==> src/rtl/clipq_weight_packer_pkg.sv <==
// ============================================================================
// Module      : clipq_weight_packer_pkg
// Description : Shared definitions for the ClipQ weight packer: SRAM write
//               request encodings, packing geometry, packed word type and
//               the packer state encoding.
// Revision    : 1.0 - initial release
// ============================================================================
`default_nettype none

`ifndef CLIPQ_WRITE_REQ_DEFS
`define CLIPQ_WRITE_REQ_DEFS
`define WRITE_ENB 1'b1
`define WRITE_DIS 1'b0
`endif

package clipq_weight_packer_pkg;

    // Weights per packed SRAM word and bits per codebook index
    localparam int GROUP  = 9;
    localparam int IDX_W  = 2;
    localparam int PACK_W = GROUP * IDX_W;

    // One packed word: index i lives at bits [2i+1:2i]
    typedef logic [PACK_W-1:0] packed_word_t;

    typedef enum logic [1:0] {
        IDLE = 2'd0,
        ENC  = 2'd1,
        WR   = 2'd2,
        FIN  = 2'd3
    } state_t;

endpackage

`default_nettype wire

==> src/rtl/sp_ram_intf.sv <==
// ============================================================================
// Module      : sp_ram_intf
// Description : Single-port SRAM access bundle; the compute side drives the
//               chip select, output enable, write request, address and data.
// Revision    : 1.0 - initial release
// ============================================================================
`default_nettype none

interface sp_ram_intf;
    logic        cs;
    logic        oe;
    logic        W_req;
    logic [31:0] addr;
    logic [31:0] W_data;

    modport compute (
        output cs,
        output oe,
        output W_req,
        output addr,
        output W_data
    );
endinterface

`default_nettype wire

==> src/rtl/clipq_quant_enc.sv <==
// ============================================================================
// Module      : clipq_quant_enc
// Description : Combinational ClipQ quantizer. Maps a signed 8-bit weight to
//               the index of the nearest of four signed 8-bit codebook
//               levels; equal distances resolve to the lowest index.
// Revision    : 1.0 - initial release
// ============================================================================
`default_nettype none

module clipq_quant_enc (
    input  logic [7:0]  weight,
    input  logic [31:0] w8,
    output logic [1:0]  idx
);

    // Distances are magnitudes of a 9-bit signed difference, so at most 255
    logic [8:0] w_dist [4];

    for (genvar k = 0; k < 4; k++) begin : g_dist
        logic signed [8:0] w_diff;
        assign w_diff    = $signed({weight[7], weight}) - $signed({w8[8*k+7], w8[8*k +: 8]});
        assign w_dist[k] = w_diff[8] ? 9'(-w_diff) : 9'(w_diff);
    end

    // Argmin scan; strict less-than keeps the lowest index on ties
    always_comb begin
        logic [8:0] w_best;
        idx    = 2'd0;
        w_best = w_dist[0];
        for (int k = 1; k < 4; k++) begin
            if (w_dist[k] < w_best) begin
                w_best = w_dist[k];
                idx    = 2'(k);
            end
        end
    end

endmodule

`default_nettype wire

==> src/rtl/clipq_weight_packer.sv <==
// ============================================================================
// Module      : clipq_weight_packer
// Description : Quantizes a stream of signed 8-bit weights to 2-bit ClipQ
//               codebook indices, packs nine per 18-bit word and writes the
//               words to consecutive weight SRAM addresses.
// Revision    : 1.0 - initial release
// ============================================================================
`default_nettype none

module clipq_weight_packer
    import clipq_weight_packer_pkg::*;
#(
    parameter int ADDR_W = 32
) (
    input  logic        clk,
    input  logic        rst,
    input  logic        start,
    input  logic [31:0] w8,
    input  logic [31:0] num_words,
    input  logic        in_valid,
    input  logic [7:0]  in_data,
    output logic        in_ready,
    output logic        busy,
    output logic        finish,
    sp_ram_intf.compute weight_intf
);

    state_t             r_state;
    state_t             w_state_nxt;
    logic [31:0]        r_w8;
    logic [31:0]        r_num_words;
    logic [31:0]        r_word_cnt;
    logic [ADDR_W-1:0]  r_addr;
    logic [3:0]         r_lane;
    packed_word_t       r_packed;

    logic [IDX_W-1:0]   w_idx;
    logic               w_hs;
    logic               w_last_lane;
    logic               w_last_word;
    logic               w_cs;
    logic               w_wreq;
    logic [31:0]        w_wdata;

    clipq_quant_enc u_quant_enc (
        .weight (in_data),
        .w8     (r_w8),
        .idx    (w_idx)
    );

    assign w_hs        = in_valid && (r_state == ENC);
    assign w_last_lane = (r_lane == 4'(GROUP - 1));
    assign w_last_word = (r_word_cnt == (r_num_words - 32'd1));

    assign weight_intf.cs     = w_cs;
    assign weight_intf.oe     = 1'b1;
    assign weight_intf.W_req  = w_wreq;
    assign weight_intf.addr   = 32'(r_addr);
    assign weight_intf.W_data = w_wdata;

    // State register
    always_ff @(posedge clk or posedge rst) begin
        if (rst) begin
            r_state <= IDLE;
        end else begin
            r_state <= w_state_nxt;
        end
    end

    // Next-state decode and per-state outputs; the SRAM strobe exists only in WR
    always_comb begin
        w_state_nxt = r_state;
        in_ready    = 1'b0;
        busy        = 1'b0;
        finish      = 1'b0;
        w_cs        = 1'b0;
        w_wreq      = `WRITE_DIS;
        w_wdata     = 32'd0;
        case (r_state)
            IDLE: begin
                if (start) begin
                    w_state_nxt = (num_words == 32'd0) ? FIN : ENC;
                end
            end
            ENC: begin
                in_ready = 1'b1;
                busy     = 1'b1;
                if (w_hs && w_last_lane) begin
                    w_state_nxt = WR;
                end
            end
            WR: begin
                busy        = 1'b1;
                w_cs        = 1'b1;
                w_wreq      = `WRITE_ENB;
                w_wdata     = {{(32-PACK_W){1'b0}}, r_packed};
                w_state_nxt = w_last_word ? FIN : ENC;
            end
            FIN: begin
                busy        = 1'b1;
                finish      = 1'b1;
                w_state_nxt = IDLE;
            end
            default: begin
                w_state_nxt = IDLE;
            end
        endcase
    end

    // Job setup, lane packing and address/word bookkeeping
    always_ff @(posedge clk or posedge rst) begin
        if (rst) begin
            r_w8        <= 32'd0;
            r_num_words <= 32'd0;
            r_word_cnt  <= 32'd0;
            r_addr      <= '0;
            r_lane      <= 4'd0;
            r_packed    <= '0;
        end else begin
            case (r_state)
                IDLE: begin
                    if (start) begin
                        r_w8        <= w8;
                        r_num_words <= num_words;
                        r_word_cnt  <= 32'd0;
                        r_addr      <= '0;
                        r_lane      <= 4'd0;
                        r_packed    <= '0;
                    end
                end
                ENC: begin
                    if (w_hs) begin
                        r_packed[IDX_W*r_lane +: IDX_W] <= w_idx;
                        r_lane <= w_last_lane ? 4'd0 : r_lane + 4'd1;
                    end
                end
                WR: begin
                    // Address wraps naturally at 2^ADDR_W
                    r_addr     <= r_addr + 1'b1;
                    r_word_cnt <= r_word_cnt + 32'd1;
                end
                default: begin
                end
            endcase
        end
    end

endmodule

`default_nettype wire

==> src/flat_wrapper.sv <==
// flat-port wrapper written by rule: the top's interface ports become plain ports
module clipq_weight_packer_flat import clipq_weight_packer_pkg::*;
#(
    parameter int ADDR_W = 32
)
  (clk, rst, start, w8, num_words, in_valid, in_data, in_ready, busy, finish, weight_intf_cs, weight_intf_oe, weight_intf_W_req, weight_intf_addr, weight_intf_W_data);
  sp_ram_intf weight_intf_i ();
  input  logic clk;
  input  logic rst;
  input  logic start;
  input  logic [31:0] w8;
  input  logic [31:0] num_words;
  input  logic in_valid;
  input  logic [7:0] in_data;
  output logic in_ready;
  output logic busy;
  output logic finish;
  output wire logic [$bits(weight_intf_i.cs)-1:0] weight_intf_cs;
  output wire logic [$bits(weight_intf_i.oe)-1:0] weight_intf_oe;
  output wire logic [$bits(weight_intf_i.W_req)-1:0] weight_intf_W_req;
  output wire logic [$bits(weight_intf_i.addr)-1:0] weight_intf_addr;
  output wire logic [$bits(weight_intf_i.W_data)-1:0] weight_intf_W_data;
  assign weight_intf_cs = weight_intf_i.cs;
  assign weight_intf_oe = weight_intf_i.oe;
  assign weight_intf_W_req = weight_intf_i.W_req;
  assign weight_intf_addr = weight_intf_i.addr;
  assign weight_intf_W_data = weight_intf_i.W_data;
  clipq_weight_packer #(.ADDR_W(ADDR_W)) u_core (.clk(clk), .rst(rst), .start(start), .w8(w8), .num_words(num_words), .in_valid(in_valid), .in_data(in_data), .in_ready(in_ready), .busy(busy), .finish(finish), .weight_intf(weight_intf_i));
endmodule
==> config.mk <==
export PLATFORM = sky130hd
export DESIGN_NAME = clipq_weight_packer_flat
export DESIGN_NICKNAME = d
export VERILOG_FILES = /design/src/rtl/clipq_weight_packer_pkg.sv /design/src/rtl/sp_ram_intf.sv /design/src/rtl/clipq_quant_enc.sv /design/src/rtl/clipq_weight_packer.sv /design/src/flat_wrapper.sv
export SDC_FILE = /design/constraint.sdc
export NUM_CORES = 1
export LEC_CHECK = 0
export BUFFER_PORTS_ARGS = -buffer_cell sky130_fd_sc_hd__buf_2
export CORE_UTILIZATION = 30
export DETAILED_ROUTE_END_ITERATION = 12
export PLACE_DENSITY_LB_ADDON = 0.2
export SLEW_MARGIN = 5
export SYNTH_ARGS = -nofsm -noshare
export SYNTH_HDL_FRONTEND = slang
export SYNTH_SLANG_ARGS = --single-unit
==> constraint.sdc <==
create_clock -name clk -period 7.6 [get_ports clk]
set_input_delay 0.76 -clock clk [delete_from_list [all_inputs] [get_ports clk]]
set_output_delay 0.76 -clock clk [all_outputs]
set_load 0.01 [all_outputs]
==> impl_metrics.csv <==
group,metric,value,unit
logic_synthesis,synth_simple_gate_area_share,23.3,%
sta,max_freq,134,MHz
place,placed_cells,1858,
logic_synthesis,synthMuxAreaShare,4.59,%
place,dp_wirelength,21600,um
routing,dr_total_vias,9328,
logic_synthesis,largest_family_of_logic_cells_by_synthesized_area,"simple AND/OR/NAND/NOR gates",
floorplanning,floorplan.die_area,35900,um2
routing,wl_per_cell,15.5,um
clock_network,buffer_levels_on_the_longest_clock_path,2,
global_routing,grt_overflow,0,
clock_network,holdBufCountCts,0,
clock_network,cell_chosen_for_the_clock_root,"sky130_fd_sc_hd__clkbuf_16",
floorplanning,core_region_area,34500,um2
logic_synthesis,post_synth_xor_area_fraction,8.07,%
clock_network,cts_tree,"done",
sta,min_period_over_period,98.0,%
outcome,run_status,"complete, no violations",
logic_synthesis,synth_cell_type_count,70,
global_routing,grt_use_met1,23.1,%
floorplanning,chipHeight,189,um
critical_path,timing.reg2reg.worst_path_depth,38,
logic_synthesis,synth-edff-count,0,
routing,drt-vias-per-instance,4.88,
global_routing,wire_length_of_the_first_global_routing_pass,47400,um
sta,max_slew.worst_pin.slew,1050,ps
routing,number_of_detailed_route_iterations_in_the_first_pass,6,
floorplanning,row_count,68,
layout,multi_input_comb_area,6730,um2
global_routing,gr-max-usage-layer,"met2",
critical_path,critical_path_buf_inv_count,6,
clock_network,clock_slew_at_reported_path_ffs,70,ps
logic_synthesis,post_synth_instance_area,10500,um2
critical_path,critical_path_arrival,7810,ps
critical_path,startpoint,"in_data[0]",
layout,seqCellArea,3800,um2
run,max-cap-violations,0,
critical_path,cp_startpoint_kind,"input pin",
sta,finClkSkew,12.5,ps
layout,nets,1585,
floorplanning,io_pins,146,
min_path,hold_path_class,"in2async",
global_routing,global_route.usage.total,16.7,%
global_routing,first_global_vias,9035,
logic_synthesis,synth_warn,0,
critical_path,crit_type,"in2reg",
routing,drt_iter0_drc,456,
floorplanning,start_util,30.5,%
sta,drv_slew,0,
critical_path,reg2reg_end,"u_core.r_packed[7]",
logic_synthesis,avgSynthCellArea,8.45,um2
logic_synthesis,gate_count_of_the_mapped_netlist,1247,
sta,unrepaired_setup_endpoints_after_global_routing,"yes",
clock_network,insertion_delay,450,ps
layout,final_util,38.6,%
critical_path,crit_cells,40,
critical_path,crit_slowest_cell,"sky130_fd_sc_hd__or3_4",
global_routing,met2_usage_grt,26.4,%
clock_network,cts.sinks,152,
sta,totalNegativeSetupSlack,0,ps
layout,num-fill-cells,3612,
place,placed_cell_area,12200,um2
place,gp_congestion,0.821,
sta,setup_violations,0,
layout,postLayoutCellArea,13300,um2
sta,hold_viol_final,0,
logic_synthesis,synth-main-ff-cell,"sky130_fd_sc_hd__dfrtp_1",
global_routing,use_met3,3.10,%
global_routing,antenna_found_initial,3,
routing,detail_route.drc_violations,0,
clock_network,cts_max_level,4,
critical_path,slowest_delay,410,ps
logic_synthesis,post_synth_fa_ha_maj_area_fraction,8.68,%
layout,final_cell_count_no_fill,1910,
logic_synthesis,yosysSeqAreaShare,36.1,%
critical_path,timing.critical_path.mode_cell,"sky130_fd_sc_hd__a21oi_2",
critical_path,timing.critical_path.max_delay_family,"compound AO/OA/AOI/OAI gates",
logic_synthesis,synth-async-reset-ratio,100,%
logic_synthesis,number_of_flip_flops_and_latches_in_the_synthesized_netlist,152,
sta,max_slew_margin,30.2,%
critical_path,crit_fanout,7,
layout,synthToLayoutAreaGrowth,26.6,%
critical_path,worst-r2r-setup-slack,180,ps
clock_network,cts_buffers,17,
critical_path,critical_path.endpoint_type,"flip-flop",
global_routing,maximum_number_of_pins_on_one_net_before_global_route_repair,93,
layout,drive_gt1_share,23.5,%
sta,final_period_minus_worst_setup_slack,7450,ps
critical_path,critical_path_rt,7960,ps
floorplanning,floorplan.die.width,189,um
routing,postRouteWirelength,29500,um
logic_synthesis,synth_compound_gate_area_share,14.1,%
place,buffers_added_on_ports,130,
critical_path,r2r_start,"u_core.r_w8[8]",
critical_path,cp-endpoint,"u_core.r_packed[7]",
routing,antenna_left,0,
-- registers in the layout, indices dropped and copies added, names as in the netlist --
signal                   cells
u_core.r_num_words          32
u_core.r_word_cnt           32
u_core.r_state               2
u_core.r_lane                4
u_core.r_w8                 32
u_core.r_packed             18
u_core.weight_intf.addr     32
-- per-layer routing --
layer,wire [um],up-vias
met1,14500,4432
li1,-,4678
met4,391,2
met2,13400,191
met5,9,-
met3,1220,25
-- area by class of cell --
cell class,instances,share of cell area [%]
inverters,73,2.21
multi-input cells,983,50.4
clock inverters,14,1.15
flip-flops and latches,152,28.5
clock buffers,18,3.29
well taps,455,4.27
diodes,2,0.0375
repair buffers,213,10.1
-- Yosys cell counts, types with 8 or more instances --
master / number / share of area, %
sky130_fd_sc_hd__nor3_1: 18 / 0.86
sky130_fd_sc_hd__and3_1: 17 / 1.0
sky130_fd_sc_hd__clkbuf_1: 33 / 1.2
sky130_fd_sc_hd__nand3_1: 70 / 3.3
sky130_fd_sc_hd__ha_1: 65 / 7.7
sky130_fd_sc_hd__nand2_1: 243 / 8.7
sky130_fd_sc_hd__xnor2_1: 64 / 5.3
sky130_fd_sc_hd__nand2b_1: 14 / 0.83
sky130_fd_sc_hd__and2_1: 24 / 1.4
sky130_fd_sc_hd__nand4_1: 15 / 0.89
sky130_fd_sc_hd__a21oi_1: 28 / 1.3
sky130_fd_sc_hd__o31ai_1: 21 / 1.5
sky130_fd_sc_hd__nor4_1: 20 / 1.2
sky130_fd_sc_hd__a21o_1: 17 / 1.2
sky130_fd_sc_hd__buf_4: 17 / 1.2
sky130_fd_sc_hd__inv_1: 71 / 2.5
sky130_fd_sc_hd__xor2_1: 33 / 2.7
sky130_fd_sc_hd__o211ai_1: 12 / 0.86
sky130_fd_sc_hd__a31oi_1: 8 / 0.48
sky130_fd_sc_hd__dfrtp_1: 152 / 36
sky130_fd_sc_hd__nor2_1: 61 / 2.2
sky130_fd_sc_hd__mux2i_1: 39 / 3.7
sky130_fd_sc_hd__o21ai_0: 100 / 4.8
-- how the worst min path moves through the flow --
stage | startpoint | to | slack (ps)
after floorplan | u_core.r_packed[16] | u_core.r_packed[16] | 440
after global placement | u_core.weight_intf.addr[31] | u_core.weight_intf.addr[31] | 460
after CTS | u_core.weight_intf.addr[31] | u_core.weight_intf.addr[31] | 490
after global routing | u_core.weight_intf.addr[31] | u_core.weight_intf.addr[31] | 500
after detailed placement | u_core.r_packed[4] | u_core.r_packed[4] | 470
final | rst | u_core.r_lane[2] | 480
-- kinds of logic after synthesis --
kind of cell    after synthesis
mux                          46
buf+inv                     126
fa+ha+maj                    71
other cells                   2
compound gates              231
xor+xnor                     97
simple gates                522
flops                       152
-- worst register-to-register path, delay by kind of cell (launching register included) --
family                     cells  cell delay, ps
and+or+nand+nor                6             960
buffers and inverters          4             490
adders and majority gates      6            1600
muxes                          2             550
AOI/OAI and AO/OA             18            3070
xor gates and xnor gates       2             240
DFF                            1             420
-- metrics by stage --
stage          hold slack, ps  setup slack [ps]
3_3_place_gp              459              -326
3_5_place_dp              467              -489
4_1_cts                   486              4.80
2_1_floorplan             440             -7.73
6_report                  481               151
5_1_grt                   497              -240
-- cells in the final DEF (no fill, tap or decap), types with 18 or more instances in the layout --
master,n
sky130_fd_sc_hd__buf_4,76
sky130_fd_sc_hd__xor2_1,30
sky130_fd_sc_hd__o21ai_0,94
sky130_fd_sc_hd__and2_1,22
sky130_fd_sc_hd__inv_1,66
sky130_fd_sc_hd__nor3_1,18
sky130_fd_sc_hd__ha_1,58
sky130_fd_sc_hd__buf_2,129
sky130_fd_sc_hd__dfrtp_1,151
sky130_fd_sc_hd__nor2_1,61
sky130_fd_sc_hd__nor4_1,19
sky130_fd_sc_hd__mux2i_1,35
sky130_fd_sc_hd__nand3_1,70
sky130_fd_sc_hd__xnor2_1,57
sky130_fd_sc_hd__nand2_1,238
sky130_fd_sc_hd__clkbuf_16,18
sky130_fd_sc_hd__a21oi_1,22
-- repair_timing --
action,in CTS,in global routing
gates resized for setup,0,75
endpoints found under the setup margin,0,18
setup buffers,0,16
Power is not shown: default switching activity piles up to over one toggle a cycle in this logic, so the estimate is an artifact.
